==> src/rtl/coin_acceptor.sv <==
`default_nettype none
// ============================================================================
// Module      : coin_acceptor
// Description : Multi-channel coin front end. Each raw coin button is
//               synchronised, debounced and edge-detected; presses are queued
//               in a one-deep pending slot per channel and delivered one at a
//               time to the credit logic over valid/ready, round-robin.
// Revision    : 1.0 - initial release
// ============================================================================
module coin_acceptor #(
    parameter int                           NUM_COINS       = 3,
    parameter int                           VALUE_W         = 8,
    parameter logic [NUM_COINS*VALUE_W-1:0] COIN_VALUES     = {8'd5, 8'd2, 8'd1},
    parameter int                           DEBOUNCE_CYCLES = 4,
    parameter int                           CH_W            = 2
) (
    input  logic                 clk,
    input  logic                 rst,
    input  logic [NUM_COINS-1:0] btn_coin,
    input  logic                 accept_en,
    output logic                 coin_valid,
    input  logic                 coin_ready,
    output logic [VALUE_W-1:0]   coin_value,
    output logic [CH_W-1:0]      coin_chan,
    output logic [NUM_COINS-1:0] pending,
    output logic                 reject_pulse,
    output logic                 overflow_pulse
);

    // Debounce counter only needs to reach DEBOUNCE_CYCLES-1.
    localparam int                 c_cnt_w    = (DEBOUNCE_CYCLES > 1) ? $clog2(DEBOUNCE_CYCLES) : 1;
    localparam logic [c_cnt_w-1:0] c_cnt_last = c_cnt_w'(DEBOUNCE_CYCLES - 1);

    logic [NUM_COINS-1:0]   w_press;
    logic [NUM_COINS-1:0]   r_pending;
    logic [CH_W-1:0]        r_ptr;
    logic                   r_valid;
    logic [VALUE_W-1:0]     r_value;
    logic [CH_W-1:0]        r_chan;
    logic                   r_reject;
    logic                   r_overflow;

    logic [CH_W:0]          w_base;
    logic [2*NUM_COINS-1:0] w_search;
    logic [NUM_COINS-1:0]   w_rot;
    logic                   w_found;
    logic [CH_W-1:0]        w_grant_idx;
    logic [NUM_COINS-1:0]   w_grant_oh;
    logic [VALUE_W-1:0]     w_grant_value;
    logic                   w_load;
    logic [NUM_COINS-1:0]   w_clear;
    logic [NUM_COINS-1:0]   w_accepted;
    logic [NUM_COINS-1:0]   w_drop;

    // Per-channel synchroniser, debouncer and rising-edge (press) detector.
    for (genvar gi = 0; gi < NUM_COINS; gi++) begin : g_chan
        logic               r_meta;
        logic               r_sync;
        logic               r_stable;
        logic [c_cnt_w-1:0] r_cnt;

        // Two-flop sync, then accept a level only after it differs from the
        // stable level for DEBOUNCE_CYCLES consecutive cycles.
        always_ff @(posedge clk or posedge rst) begin
            if (rst) begin
                r_meta   <= 1'b0;
                r_sync   <= 1'b0;
                r_stable <= 1'b0;
                r_cnt    <= '0;
            end else begin
                r_meta <= btn_coin[gi];
                r_sync <= r_meta;
                if (r_sync == r_stable) begin
                    r_cnt <= '0;
                end else if (r_cnt == c_cnt_last) begin
                    r_stable <= r_sync;
                    r_cnt    <= '0;
                end else begin
                    r_cnt <= r_cnt + c_cnt_w'(1);
                end
            end
        end

        // A press is the edge on which stable is about to go 0->1.
        assign w_press[gi] = r_sync & ~r_stable & (r_cnt == c_cnt_last);
    end

    // Rotate the pending vector so bit 0 is the channel right after the pointer.
    assign w_base   = {1'b0, r_ptr} + (CH_W + 1)'(1);
    assign w_search = {r_pending, r_pending} >> w_base;
    assign w_rot    = w_search[NUM_COINS-1:0];

    // Round-robin search: first pending channel after the pointer, wrapping.
    always_comb begin
        w_found     = 1'b0;
        w_grant_idx = '0;
        for (int k = 0; k < NUM_COINS; k++) begin
            if (!w_found && w_rot[k]) begin
                w_found     = 1'b1;
                w_grant_idx = CH_W'((int'(r_ptr) + 1 + k) % NUM_COINS);
            end
        end
    end

    // Decode the granted index into a one-hot clear mask and its coin value.
    always_comb begin
        w_grant_oh    = '0;
        w_grant_value = '0;
        for (int j = 0; j < NUM_COINS; j++) begin
            if (w_grant_idx == CH_W'(j)) begin
                w_grant_oh[j] = 1'b1;
                w_grant_value = COIN_VALUES[j*VALUE_W +: VALUE_W];
            end
        end
    end

    assign w_load     = (~r_valid | coin_ready) & w_found;
    assign w_clear    = w_load ? w_grant_oh : '0;
    assign w_accepted = accept_en ? w_press : '0;
    // A slot freed by a grant on this very edge can take the new press.
    assign w_drop     = w_accepted & r_pending & ~w_clear;

    // Pending slots plus the one-cycle reject/overflow indications.
    always_ff @(posedge clk or posedge rst) begin
        if (rst) begin
            r_pending  <= '0;
            r_reject   <= 1'b0;
            r_overflow <= 1'b0;
        end else begin
            r_pending  <= (r_pending & ~w_clear) | w_accepted;
            r_reject   <= ~accept_en & (|w_press);
            r_overflow <= |w_drop;
        end
    end

    // Registered output slot and round-robin pointer.
    always_ff @(posedge clk or posedge rst) begin
        if (rst) begin
            r_valid <= 1'b0;
            r_value <= '0;
            r_chan  <= '0;
            r_ptr   <= CH_W'(NUM_COINS - 1);
        end else if (w_load) begin
            r_valid <= 1'b1;
            r_value <= w_grant_value;
            r_chan  <= w_grant_idx;
            r_ptr   <= w_grant_idx;
        end else if (r_valid && coin_ready) begin
            r_valid <= 1'b0;
            r_value <= '0;
            r_chan  <= '0;
        end
    end

    assign coin_valid     = r_valid;
    assign coin_value     = r_value;
    assign coin_chan      = r_chan;
    assign pending        = r_pending;
    assign reject_pulse   = r_reject;
    assign overflow_pulse = r_overflow;

endmodule
`default_nettype wire
==> config.mk <==
export PLATFORM = sky130hd
export DESIGN_NAME = coin_acceptor
export DESIGN_NICKNAME = d
export VERILOG_FILES = /design/src/rtl/coin_acceptor.sv
export SDC_FILE = /design/constraint.sdc
export NUM_CORES = 1
export LEC_CHECK = 0
export CORE_MARGIN = 2
export CORE_UTILIZATION = 30
export CTS_CLUSTER_SIZE = 8
export DETAILED_ROUTE_END_ITERATION = 16
export DONT_BUFFER_PORTS = 1
export PLACE_DENSITY = 0.48
export SYNTH_ARGS = -nofsm -noshare
export SYNTH_HDL_FRONTEND = slang
export SYNTH_SLANG_ARGS = --single-unit
export TNS_END_PERCENT = 20
==> constraint.sdc <==
create_clock -name clk -period 2.3 [get_ports clk]
set_clock_uncertainty 0.1 [all_clocks]
set_input_delay 0.46 -clock clk [delete_from_list [all_inputs] [get_ports clk]]
set_output_delay 0.46 -clock clk [all_outputs]
set_load 0.02 [all_outputs]
==> results.sh <==
export IMPL_diodes=0
export IMPL_ir_drop_mv=0.582
export IMPL_relSlewSlack=0.503
export IMPL_dr_pass1_iters=4
export IMPL_finalHoldViolations=0
export IMPL_register_area_um2=704
export IMPL_grt_pass1_vias=1199
export IMPL_cp_slowest_cell="dfstp_2"
export IMPL_die_h_um=75.9
export IMPL_grt_pass1_wl_um=5460
export IMPL_htreeDepth=1
export IMPL_fmax_ghz=0.412
export IMPL_crit_path_end_kind="flip-flop"
export IMPL_insertion_delay_ns=0.27
export IMPL_cap_violations=0
export IMPL_crit_path_start_kind="flip-flop"
export IMPL_min_path_type="input port to async pin"
export IMPL_synth_compound_area_share=0.170
export IMPL_fillers=509
export IMPL_status="complete, but fails checks"
export IMPL_final_common_cell="buf_4"
export IMPL_worst_pin_slew_ns=0.745
export IMPL_die_w_um=75.9
export IMPL_synth_edf_count=0
export IMPL_cts_tree="built"
export IMPL_cts_sinks=28
export IMPL_hpwl_um=2560
export IMPL_yosys_register_bits=28
export IMPL_arrival_ns=2.48
export IMPL_gr_total_overflow=0
export IMPL_drt_initial_drc_count=32
export IMPL_yosys_area_share_simple=0.221
export IMPL_r2r_slack_ns=-0.12
export IMPL_rows=26
export IMPL_ys_seq_area_frac=0.453
export IMPL_crit_chain="ha_4, or4b_4, a21oi_4, nor3_2, or4_4, a32o_1"
export IMPL_drc_errors=0
export IMPL_dieArea_um2=5750
export IMPL_maxSlewViolCount=0
export IMPL_numPortBuffers=0
export IMPL_multiInputGateArea_um2=787
export IMPL_fin_ws_ns=-0.124
export IMPL_finalSetupTns_ns=-0.243
export IMPL_cts_buffers=3
export IMPL_synthDistinctLibCells=52
export IMPL_post_place_ws_ns=-0.147
export IMPL_ys_flop_type="dfrtp_1"
export IMPL_via_per_inst=4.77
export IMPL_io_pins=23
export IMPL_path_delay_family="simple AND/OR/NAND/NOR gates"
export IMPL_muxShareOfSynthArea=0.00727
export IMPL_finish_utilization=0.374
export IMPL_fin_nets=193
export IMPL_rsz0062_at_grt="yes"
export IMPL_synth_adder_area_share=0.0727
export IMPL_synthCells=149
export IMPL_synth_xor_area_frac=0
export IMPL_num_vias=1174
export IMPL_ant_nets=0
export IMPL_synth_avg_cell_area_um2=10.4
export IMPL_setup_viol=4
export IMPL_grt_max_degree=22
export IMPL_violations="setup timing"
export IMPL_path_class="flip-flop to flip-flop"
export IMPL_synth_top_family_by_area="simple AND/OR/NAND/NOR gates"
export IMPL_synthesis_area_um2=1550
export IMPL_core_area_um2=5040
export IMPL_syn_to_final_growth_pct=21.8
export IMPL_wl_per_cell_um=12.8
export IMPL_fin_crit_ns=2.42
export IMPL_total_power_uw=2480
export IMPL_start_util=0.307
export IMPL_fin_crit_sh=1.05
export IMPL_critical_path_required_ns=2.35
export IMPL_clockBufferDepth=2
export IMPL_antenna_found_initial=0
export IMPL_power_leakage_uw=0.000877
export IMPL_hold_buffers=0
export IMPL_synthArstFlopShare=1.00
export IMPL_final_layout_size_suffix_gt1_frac=0.335
export IMPL_cts_clk_slew_worst_paths_ns=0.09
export IMPL_root_buffer="clkbuf_8"
export IMPL_crit_buf_inv=0
export IMPL_grtUsageTotal=0.126
export IMPL_slowest_delay_ns=0.63
export IMPL_most_common_layout_cells="buf_4 (28), dfrtp_1 (25), nand2_1 (14)"
export IMPL_yosys_warnings=0
export IMPL_drt_total_wl_um=3160
export IMPL_worstPathMaxFanout=7
export IMPL_powerDensity_nw_per_um2=1310
export IMPL_gp_congestion=0.860
-- logic make-up (layout without fill, tap and decap cells) --
family,count (synthesis),after routing
buf+inv,21,44
other cells,1,5
simple gates,55,55
compound gates,34,34
flops,28,28
fa+ha+maj,9,9
mux,1,1
-- stage by stage --
| step | hold WS, ns | cell area, um2 | std cells |
|---|---|---|---|
| 2_1_floorplan | 0.231 | 1580 | 153 |
| 3_3_place_gp | 0.237 | 1800 | 241 |
| 3_5_place_dp | 0.238 | 1800 | 241 |
| 4_1_cts | 0.106 | 1850 | 245 |
| 5_1_grt | 0.0873 | 1890 | 246 |
| 6_report | 0.0988 | 1890 | 246 |
-- Yosys cell counts (2+ instances only) --
cell	count	area, um2
nor3b_1	2	15.0
o31ai_1	2	15.0
nand3_1	3	15.0
inv_1	10	37.5
ha_1	9	113
a21oi_2	2	17.5
dfrtp_1	27	676
a31o_2	4	35.0
nor2b_1	4	25.0
buf_2	2	10.0
a21oi_1	4	20.0
nand2b_1	3	18.8
o21ai_0	7	35.0
nand2_1	14	52.6
nand4b_1	2	17.5
and4bb_2	3	37.5
nor3_1	6	30.0
buf_4	7	52.6
nor2_1	5	18.8
-- area by class of cell --
type | instances | area share
Timing Repair Buffer | 29 | 0.117
Inverter | 11 | 0.0219
Sequential cell | 28 | 0.373
Tap cell | 70 | 0.0464
Clock buffer | 4 | 0.0239
Multi-Input combinational cell | 104 | 0.417
-- timing repair --
item / CTS / global route
pin swaps: 0 / 5
gates resized for setup: 3 / 6
hold endpoints to repair: 0 / 0
buffers inserted: 0 / 1
endpoints found under the setup margin: 5 / 6
-- path summary, 6_finish.rpt --
check                                           startpoint                            to  depth (start not counted)
worst max-delay path                  r_ptr[1]$_DFFE_PP1P_          pending[1]$_DFF_PP0_                          6
worst min-delay path                                   rst  g_chan[0].r_cnt[1]$_DFF_PP0_                          1
worst max register to register        r_ptr[1]$_DFFE_PP1P_          pending[1]$_DFF_PP0_                          6
worst min register to register  g_chan[2].r_meta$_DFF_PP0_    g_chan[2].r_sync$_DFF_PP0_                          0
max in group asynchronous                              rst          r_ptr[0]$_DFFE_PP0P_                          2
min in group clk                               btn_coin[0]    g_chan[0].r_meta$_DFF_PP0_                          0
-- flip-flops by register name, indices dropped and copies added (netlist names) --
name,flops
coin_chan,2
coin_valid,1
g_chan.r_stable,3
g_chan.r_meta,3
overflow_pulse,1
coin_value,3
g_chan.r_cnt,6
g_chan.r_sync,3
reject_pulse,1
r_ptr,2
pending,3
-- where the power goes --
part	leakage, uW	switching [uW]	internal [uW]
logic	0.000504	666	704
clock network	0.0000228	138	124
registers	0.000350	198	649
total	0.000877	1000	1480
-- layer usage --
| layer | vias to the layer above | global-route usage | part of all wire |
|---|---|---|---|
| li1 | 585 | - | - |
| met1 | 572 | 0.160 | 0.46 |
| met2 | 15 | 0.215 | 0.50 |
| met3 | 2 | 0.0198 | 0.029 |
| met4 | 0 | 0.0526 | 0.011 |
| met5 | - | 0 | 0 |
Note: power is estimated with default switching activity, not from simulation.
